[config.mk]
export PLATFORM = sky130hd
export DESIGN_NAME = cr_cmd_issue
export DESIGN_NICKNAME = d
export VERILOG_FILES = /design/src/rtl/cr_cmd_issue.sv
export SDC_FILE = /design/constraint.sdc
export NUM_CORES = 1
export LEC_CHECK = 0
export CORE_ASPECT_RATIO = 1.2
export CORE_MARGIN = 10
export CORE_UTILIZATION = 55
export DETAILED_ROUTE_END_ITERATION = 10
export GPL_TIMING_DRIVEN = 0
export PLACE_DENSITY = 0.8
export SLEW_MARGIN = 20
export SYNTH_ARGS = -nofsm -noshare
export SYNTH_HDL_FRONTEND = slang
export SYNTH_SLANG_ARGS = --single-unit
[constraint.sdc]
create_clock -name clk -period 6.89 [get_ports clk]
set_input_delay 0.689 -clock clk [delete_from_list [all_inputs] [get_ports clk]]
set_output_delay 0.689 -clock clk [all_outputs]
set_load 0.01 [all_outputs]
[src/rtl/cr_cmd_issue.sv]
// Host-side command issuer for cr_decode: queues legal opcodes in a small FIFO
// and emits paced single-cycle write strobes the decoder can follow.
module cr_cmd_issue #(
    parameter int DEPTH = 4,
    parameter int AW    = 2,
    parameter int GAP   = 0
) (
    input  logic        clk,
    input  logic        rst,
    input  logic        cmd_valid,
    input  logic [3:0]  cmd_opcode,
    output logic        cmd_ready,
    output logic        we,
    output logic [3:0]  opcodeO,
    output logic        busy,
    output logic        err_illegal,
    output logic [15:0] issued_cnt
);

    typedef enum logic [1:0] {
        S_IDLE,
        S_ISSUE,
        S_HOLD,
        S_GAP
    } state_t;

    localparam logic [AW:0] FULL_CNT = (AW+1)'(DEPTH);
    localparam logic [3:0]  GAP_LAST = 4'(GAP - 1);

    state_t          state;
    logic [3:0]      fifo_mem [DEPTH];
    logic [AW-1:0]   wr_ptr;
    logic [AW-1:0]   rd_ptr;
    logic [AW:0]     count;
    logic [3:0]      gap_cnt;
    logic            full;
    logic            accept;
    logic            legal;
    logic            push;
    logic            pop;

    function automatic logic is_legal(input logic [3:0] op);
        case (op)
            4'd0, 4'd1, 4'd2, 4'd4, 4'd5, 4'd6, 4'd8: is_legal = 1'b1;
            default:                                  is_legal = 1'b0;
        endcase
    endfunction

    assign full      = (count == FULL_CNT);
    assign cmd_ready = ~full;
    assign accept    = cmd_valid & ~full;
    assign legal     = is_legal(cmd_opcode);
    assign push      = accept & legal;
    // Pops are only taken from IDLE, so a command pushed this cycle is never
    // visible to the FSM until the following cycle.
    assign pop       = (state == S_IDLE) && (count != '0);
    assign busy      = (count != '0) || (state != S_IDLE);

    // Queue storage carries no reset; validity is tracked by count.
    always_ff @(posedge clk) begin
        if (push) begin
            fifo_mem[wr_ptr] <= cmd_opcode;
        end
    end

    always_ff @(posedge clk) begin
        if (rst) begin
            wr_ptr      <= '0;
            rd_ptr      <= '0;
            count       <= '0;
            err_illegal <= 1'b0;
        end else begin
            err_illegal <= accept & ~legal;
            if (push) begin
                wr_ptr <= wr_ptr + AW'(1);
            end
            if (pop) begin
                rd_ptr <= rd_ptr + AW'(1);
            end
            case ({push, pop})
                2'b10:   count <= count + (AW+1)'(1);
                2'b01:   count <= count - (AW+1)'(1);
                default: count <= count;
            endcase
        end
    end

    // Issue sequencer: IDLE loads the head, ISSUE raises we for one cycle,
    // HOLD keeps opcodeO steady while the decoder samples it, GAP pads.
    always_ff @(posedge clk) begin
        if (rst) begin
            state      <= S_IDLE;
            we         <= 1'b0;
            opcodeO    <= 4'd0;
            issued_cnt <= 16'd0;
            gap_cnt    <= 4'd0;
        end else begin
            case (state)
                S_IDLE: begin
                    we <= 1'b0;
                    if (pop) begin
                        opcodeO <= fifo_mem[rd_ptr];
                        state   <= S_ISSUE;
                    end
                end
                S_ISSUE: begin
                    we         <= 1'b1;
                    issued_cnt <= issued_cnt + 16'd1;
                    state      <= S_HOLD;
                end
                S_HOLD: begin
                    we      <= 1'b0;
                    gap_cnt <= 4'd0;
                    if (GAP == 0) begin
                        state <= S_IDLE;
                    end else begin
                        state <= S_GAP;
                    end
                end
                S_GAP: begin
                    we <= 1'b0;
                    if (gap_cnt == GAP_LAST) begin
                        state <= S_IDLE;
                    end else begin
                        gap_cnt <= gap_cnt + 4'd1;
                    end
                end
                default: begin
                    we    <= 1'b0;
                    state <= S_IDLE;
                end
            endcase
        end
    end

endmodule

Word-level counts from Yosys, hierarchy flattened
Memory sizes are Yosys's and may differ from the RTL's. A register that Yosys moved wholly into a read port is not among the register bits.
Cells that the tools add are included.
Widths: inputs -> output; s select.
Word-level totals
  logic and storage cells: 59
  register bits: 31
  memories: 1
  RAM bits: 16
  output and inout bits: 24
  input bits: 7
Cells by class
  add/subtract/negate cells: 6
  bitwise logic cells: 5
  equality and inequality tests: 16
  multiplexer cells: 10
  reductions and logical operators: 13
Memory list
  fifo_mem: words 4, width 4, read ports 1, clocked after memory_dff 1, write ports 1, RTL line 31  | logic [3:0] fifo_mem [DEPTH];
Operator list (count)
  $add 16x1->16 const B: 1
  $eq 4x3->1 const B: 3
  $eq 4x4->1 const B: 2
  $pmux 2 s4: 1
  $pmux 4 s2: 1
  $reduce_or 7->1: 1
  $eq 2x2->1 const B: 3
  $ne 2x2->1 const B: 3
  $pmux 3 s2: 1
  $reduce_and 2->1: 3
  $reduce_bool 2->1: 3
  $add 2x1->2 const B: 2
  $add 4x1->4 const B: 1
  $eq 2x1->1 const B: 2
  $eq 4x1->1 const B: 1
  $eq 4x2->1 const B: 1
  $logic_not 4->1: 1
  $mux 2: 2
  $mux 4: 1
  $add 3x1->3 const B: 1
  $and 1x1->1: 3
  $eq 3x3->1 const B: 1
  $mux 1: 3
  $reduce_bool 3->1: 1
  other kinds (7): 8

Depth between registers and ports, before layout
Gate-level depths: netlist of the first run.
  depth in word-level cells: 6
  mapped depth: 10
  depth with buffers taken out: 10

Worst setup path before layout of the first run
Ideal clock, no wire load.
  path kind: flip-flop to flip-flop
  start: reg count[0]
  end: reg count[2]
  arrival time: 2.269 ns
  cell stages (with the launch flop): 11
  path buffers: 0
  setup slack: 4.550 ns
  cells stage by stage: dfxtp_1 > or3b_2 > nand2_1 > nor2_1 > inv_1 > ha_1 > inv_1 > fa_1 > xor2_1 > or3_1 > a21oi_1
On the way
  word-level cells in the longest chain between the ends: 6
  elaborated cells between the ends (all ways): 12
  those cells by class: add/sub: 2; eq/ne: 3; mux: 1; bitwise: 3; reduce/logical: 3
RTL lines
  start: declaration: RTL line 34  | logic [AW:0] count;
  start signal: assignment: RTL line 81  | 2'b10: count <= count + (AW+1)'(1);
  start signal: assignment: RTL line 82  | 2'b01: count <= count - (AW+1)'(1);
  start signal: assignment: RTL line 83  | default: count <= count;
  $eq 3x3->1 (*): RTL line 49  | assign full = (count == FULL_CNT);
  $not 1->1 (*)
  net cmd_ready: RTL line 12  | output logic cmd_ready,
  $and 1x1->1 (*): RTL line 51  | assign accept = cmd_valid & ~full;
  $and 1x1->1 (*): RTL line 53  | assign push = accept & legal;
  $eq 2x1->1 or $eq 2x2->1 (tied branches): RTL line 80  | case ({push, pop})
  $pmux 3 s2 or $reduce_bool 2->1 (tied branches)
The timed path passes the listed nets; every way through them passes the cells marked *.
A chain may end at the register's enable or synchronous reset.

Final worst setup path of the first run
  start: in cmd_opcode[1]
  end: reg count[2]
On the way
  word-level cells in the longest chain between the ends: 6
  elaborated cells between the ends (all ways): 14
  those cells by class: eq/ne: 8; mux: 2; bitwise: 1; reduce/logical: 3
RTL lines
  start: declaration: RTL line 11  | input logic [3:0] cmd_opcode,
  $eq 4x1->1 (tied with other cells): RTL line 43  | case (op)
  $reduce_or 7->1 (*): RTL line 43
  $mux 1 (*): RTL line 43
  $and 1x1->1 (*): RTL line 53
  $eq 2x1->1 or $eq 2x2->1 (tied branches): RTL line 80
  $pmux 3 s2 or $reduce_bool 2->1 (tied branches)
Every way passes the cells marked *; elsewhere a longest branch is shown, timed or not.

==> run metrics, run 1 <==
run status finished clean; Synth Area in Simple Gates 19.2%; Avg Cell Area, Syn 11.0 µm²; die area 6980 µm²; WL per Instance 14.0 µm; setup total negative slack 0 ns; Synth area leader dfxtp_1; CP Launch Point cmd_opcode[1]; DRT Wirelength 4100 µm; largest net degree at the start of global routing 17; largest family of logic cells by synthesized area simple AND/OR/NAND/NOR gates; vias in the first global route 1623; Post-CTS Hold Fix Bufs 0; cts repair resizes 0; Placed Instances 285; Clk Latency, worst-skew pair 0.29 ns; CTS HTree Levels 2; Die X 78.0 µm; skew final 0.00347 ns; global-route wire length before repair 7420 µm; crit path max fanout 6; drt first pass iters 4; sequential power share 46.3%; Compound-Gate Fraction of Synth Area 5.93%; drt drc 0; Die Ht 89.6 µm; post-route ant nets 0; Layout area overhead 21.2%; Final Hold Fails 0; Synth area leaders dfxtp_1 (32%), edfxtp_1 (22%), xor2_1 (4.7%), nor2_1 (4.4%), mux4_2 (4.1%); combinational fraction of design power 28.1%; IO Port Bufs 29; Reg clk slew, reported paths 0.09 ns; initial drt markers 103; total global-route track usage 13.1%; RSZ-0062 raised after global routing false; Crit. End Element flip-flop; Startpoint Class input pin; Adder-Cell Fraction of Synth Area 4.85%; Initial Util 56.7%; layout net count 253; LEAKAGE 0.959 nW; Top-Level Pins 31; Final setup viols 0; Cell Count, Final, Fillers Out 293; CTS tree yes; gp weighted congestion 0.778; post-synthesis register bit count 51; Final Max Slew Viols 0; GRT overflow 0; synthesized instance count 202; clk root buf clkbuf_8; Seq/Total Area, Yosys 53.3%; Yosys top cell area share 31.6%; Critical Path RT 7.12 ns; Post-Syn Area 2220 µm²; XOR/XNOR Fraction of Synth Area 5.93%; switch share 28.8%; synth warn 0; most common cell after layout, fill and taps aside dfxtp_1; number of cell rows 25; Vias 1545; initial antenna violation count 0; internal power 0.000563 W; Setup CP Type input pin to flip-flop; CTS buffer count 5; highest-count cells in the layout ignoring fill and taps dfxtp_1 (35), clkdlybuf4s50_1 (29), nor2_1 (26); Switch Pwr 0.000228 W; # Max-Cap Violations 0; Post-Place Cell Area 2570 µm²; clock share of power 25.6%; Via-to-Cell Ratio 5.27; Tcrit/Tclk final 40.4%; worst-case clock buffer depth 2; Setup Fix Bufs, Post-CTS 0; Slew HR 54.0%; PwrDens 294 nW/µm²; critical path arrival 3.01 ns; share of cells above drive strength 1 9.62%; Worst Max-Slew Pin Slew 0.687 ns; FMAX 359 MHz; core area 3910 µm²; hold path start issued_cnt[14]$_SDFFE_PP0N_; Synthesized Nets 217; ant diodes 0; HP Class flip-flop to flip-flop; detailed placement HPWL 3120 µm; mux cell area share after synthesis 7.28%; total clock sinks 51; min Tclk post-route 2.79 ns; maximum vdd drop 166 µV; R2R Path Start count[2]$_SDFFE_PP0P_; Yosys cell types 40; fin area 2690 µm²
critical path: stages:
cell             delay [ns]
clkdlybuf4s50_1        0.58
a21oi_1                0.09
nor2_1                 0.17
nor2_1                 0.11
inv_1                  0.13
ha_1                   0.20
inv_1                  0.06
fa_1                   0.37
xor2_1                 0.15
or3_1                  0.30
a21oi_1                0.14
cells in the mapped netlist, drive strengths merged:
master  number
nor2b        3
mux4         4
o21ai        6
o31ai        1
or4          2
and4         1
edfxtp      16
mux2i        6
nand3b       1
and2         5
nor3         3
xnor2        3
xor2        12
or3b         1
inv         10
or2b         1
ha           7
nand4        5
nand2       10
nor3b        1
fa           1
mux2         1
a21oi       11
nor2        26
clkbuf       6
nand3        8
and4b        1
a31oi        1
buf          2
and3         4
or3          4
o32ai        2
a211oi       2
dfxtp       35
area by class of cell:
class	count	area (µm²)
sequential	51	1180
timing repair buffer	29	290
fill	314	1220
tap	54	67.6
inverter	10	37.5
multi-input combinational	133	957
buffer	8	41.3
clock buffer	5	68.8
clock inverter	3	43.8
through the flow:
step           util [%]  setup WS, ns  total power [W]  hold WS, ns
2_1_floorplan         -          4.55         0.000517        0.467
3_3_place_gp       65.9          3.92         0.000589        0.470
3_5_place_dp       65.9          3.81         0.000597        0.499
4_1_cts            68.7          4.10         0.000801        0.516
5_1_grt            68.7          3.92         0.000840        0.528
6_report           68.7          4.10         0.000791        0.509
final timing paths:
| kind | end | cells past startpoint | slack [ns] |
|---|---|---|---|
| max reg2reg | count[2]$_SDFFE_PP0P_ | 10 | 4.37 |
| min | issued_cnt[14]$_SDFFE_PP0N_ | 2 | 0.51 |
| min reg2reg | issued_cnt[14]$_SDFFE_PP0N_ | 2 | 0.51 |
| max | count[2]$_SDFFE_PP0P_ | 11 | 4.10 |
sequential cells by signal (all words and copies together), names as in the netlist:
register,cells
count,3
err_illegal,1
fifo_mem,16
gap_cnt,4
issued_cnt,16
opcodeO,4
rd_ptr,2
state,2
we,1
wr_ptr,2
kinds of logic (layout without fill, tap and decap cells):
| logic type | after synthesis | after routing |
|---|---|---|
| xor gates and xnor gates | 15 | 15 |
| adders and majority gates | 8 | 8 |
| DFF | 51 | 51 |
| AOI/OAI and AO/OA | 23 | 23 |
| and+or+nand+nor | 76 | 76 |
| muxes | 11 | 11 |
| buffers and inverters | 18 | 55 |
metal layers:
layer	track usage [%]	part of all wire, %	vias up
met5	0	0	-
met4	4.73	2.0	0
met3	4.43	5.4	8
met2	24.0	50	31
met1	13.7	43	726
li1	-	-	780
power groups by stage:
stage / registers, W / logic, W / clock network, W
floorplan: 0.000373 / 0.000144 / 0
global route: 0.000370 / 0.000249 / 0.000220
finish: 0.000366 / 0.000223 / 0.000203
detailed placement: 0.000373 / 0.000224 / 0
global placement: 0.000371 / 0.000218 / 0
CTS: 0.000367 / 0.000225 / 0.000209
Note: power is estimated with default switching activity, not from simulation.
==> inputs of run 2 (changes only) <==
--- a/config.mk
+++ b/config.mk
@@ -7,10 +7,10 @@
 export LEC_CHECK = 0
 export CORE_ASPECT_RATIO = 1.2
 export CORE_MARGIN = 10
-export CORE_UTILIZATION = 55
+export CORE_UTILIZATION = 54
 export DETAILED_ROUTE_END_ITERATION = 10
 export GPL_TIMING_DRIVEN = 0
-export PLACE_DENSITY = 0.8
+export PLACE_DENSITY = 0.79
 export SLEW_MARGIN = 20
 export SYNTH_ARGS = -nofsm -noshare
 export SYNTH_HDL_FRONTEND = slang
==> constraint.sdc (replaced) <==
create_clock -name clk -period 2.9 [get_ports clk]
set_input_delay 0.29 -clock clk [delete_from_list [all_inputs] [get_ports clk]]
set_output_delay 0.29 -clock clk [all_outputs]
set_load 0.01 [all_outputs]
==> run 2 against run 1 <==
  * Register-to-register slack lost 4.0 ns
  * Critical path depth shrank 1
  * Utilization shrank 1.3 points
  * Hold slack lost 0.17 ns
  * Sequential share of layout area grew 0.48 points
  * Combinational power grew 140%
  * Design area shrank 1.1%
  * Highest routed layer unchanged
==> run metrics, run 2 (synthesis results as in run 1) <==
Top-Level Pins 31 (unchanged); setup total negative slack 0 ns (unchanged); CTS tree yes; Die Ht 90.2 µm (+0.71%); Startpoint Class flip-flop; Metal-1 WL 1610 µm (-8.5%); DRT Wirelength 3970 µm (-3.3%); internal power 0.00125 W (+120%); drt drc 0 (unchanged); drt first pass iters 5 (+1); cts repair resizes 0 (unchanged); initial antenna violation count 0 (unchanged); die area 7080 µm² (+1.4%); met3 routed WL 291 µm (+32%); skew final 0.00680 ns (+0.00333 ns); Reg clk slew, reported paths 0.08 ns (about the same); crit-path max cell delay 0.49 ns (-0.09 ns); combinational fraction of design power 29.8% (+1.7 points); largest net degree at the start of global routing 16 (-1); number of cell rows 25 (unchanged); clock share of power 21.4% (-4.2 points); CP max-delay cell or3b_2; RSZ-0062 raised after global routing false; Via-to-Cell Ratio 5.28 (+0.13%); IO Port Bufs 29 (unchanged); metal2 WL 2030 µm (-0.98%); ant diodes 0 (unchanged); Setup Fix Bufs, Post-CTS 0 (unchanged); Final setup viols 0 (unchanged); run status finished clean; # Max-Cap Violations 0 (unchanged); clk root buf clkbuf_8; FMAX 400 MHz; maximum vdd drop 369 µV (+120%); Tcrit/Tclk final 86.1%; vias in the first global route 1564 (-3.6%); detailed placement HPWL 3040 µm (-2.4%); uppermost layer routed met4; Final Max Slew Viols 0 (unchanged); initial drt markers 70 (-32%); switch share 29.8% (+1.0 points); Total Power 0.00178 W (+120%); Switch Pwr 0.000530 W (+130%); share of cells above drive strength 1 8.79% (-0.84 points); crit-path cells or3b_2 > nand2_1 > nor2_1 > inv_1 > ha_1 > inv_1 > fa_1 > xor2_1 > or3_1 > a21oi_1; layout net count 253 (unchanged); gp weighted congestion 0.762 (-2.1%); crit path max fanout 5 (-1); post-route ant nets 0 (unchanged); PwrDens 669 nW/µm² (+130%); CTS buffer count 5 (unchanged); total clock sinks 51 (unchanged); total global-route track usage 12.2% (-0.90 points); Die X 78.5 µm (+0.69%); worst-case clock buffer depth 2 (unchanged); WL per Instance 13.5 µm (-3.3%); most frequent CP cell inv_1; Worst Max-Slew Pin Slew 0.651 ns (-0.0355 ns); sequential power share 48.7% (+2.4 points); HP Class input pin to flip-flop; core area 3940 µm² (+0.80%); Critical Path RT 3.13 ns (-3.99 ns); Clk Latency, worst-skew pair 0.30 ns (about the same); Crit. End Element flip-flop; Initial Util 56.3% (-0.45 points); Layout area overhead 19.9%; min Tclk post-route 2.50 ns; global-route wire length before repair 7180 µm (-3.3%); LEAKAGE 0.944 nW (-1.6%); Final Hold Fails 0 (unchanged); Vias 1547 (+0.13%); Regs by FF count fifo_mem (16), issued_cnt (16); Setup CP Type flip-flop to flip-flop; critical path arrival 2.72 ns (-0.29 ns); highest-count cells in the layout ignoring fill and taps dfxtp_1 (35), clkdlybuf4s50_1 (29), nor2_1 (26); Slew HR 56.4% (+2.4 points); Post-CTS Hold Fix Bufs 0 (unchanged); GRT overflow 0 (unchanged); CTS HTree Levels 2 (unchanged); most common cell after layout, fill and taps aside dfxtp_1
[run 2: layer usage]
metal	vias up	global-route usage [%]
li1	780	-
met1	728	13.5
met2	33	20.9
met3	6	4.68
met4	0	3.59
met5	-	0
[run 2: layout make-up]
type	count	area, µm²
clock inverter	3	15.0
inverter	10	37.5
multi-input combinational	133	957
clock buffer	5	68.8
timing repair buffer	29	290
sequential	51	1180
fill	313	1280
buffer	8	41.3
tap	54	67.6
[run 2: stage by stage]
step	instance area (µm²)	hold slack, ns	utilization, %	setup WS [ns]	cells
CTS	2660	0.345	67.5	0.390	293
finish	2660	0.341	67.5	0.402	293
global placement	2570	0.468	65.3	0.322	285
floorplan	2220	0.389	-	0.560	202
detailed placement	2570	0.473	65.3	0.249	285
global route	2660	0.369	67.5	0.216	293
[run 2: path summary, 6_finish.rpt]
kind                                             startpoint                           to  slack [ns]  depth (start not counted)
worst min register to register  issued_cnt[15]$_SDFFE_PP0N_  issued_cnt[15]$_SDFFE_PP0N_        0.49                          2
worst min-delay path                                    rst                we$_SDFF_PP0_        0.34                          2
worst max-delay path                  count[2]$_SDFFE_PP0P_        count[2]$_SDFFE_PP0P_        0.40                         10
worst max register to register        count[2]$_SDFFE_PP0P_        count[2]$_SDFFE_PP0P_        0.40                         10
[run 2: critical path, delay by kind of cell (launching register included)]
kind | cells | cell delay (ns)
AO/OA/AOI/OAI | 1 | 0.14
AND/OR/NAND/NOR | 4 | 0.98
buffers and inverters | 2 | 0.20
XOR/XNOR | 1 | 0.16
flip-flops | 1 | 0.37
adder cells (fa/ha/maj) | 2 | 0.59
[run 2: power groups by stage]
stage | clock network, W | logic, W | registers, W
after floorplan | 0 | 0.000342 | 0.000887
after global placement | 0 | 0.000518 | 0.000880
after detailed placement | 0 | 0.000533 | 0.000882
after CTS | 0.000394 | 0.000540 | 0.000867
after global routing | 0.000427 | 0.000594 | 0.000878
final | 0.000381 | 0.000531 | 0.000866
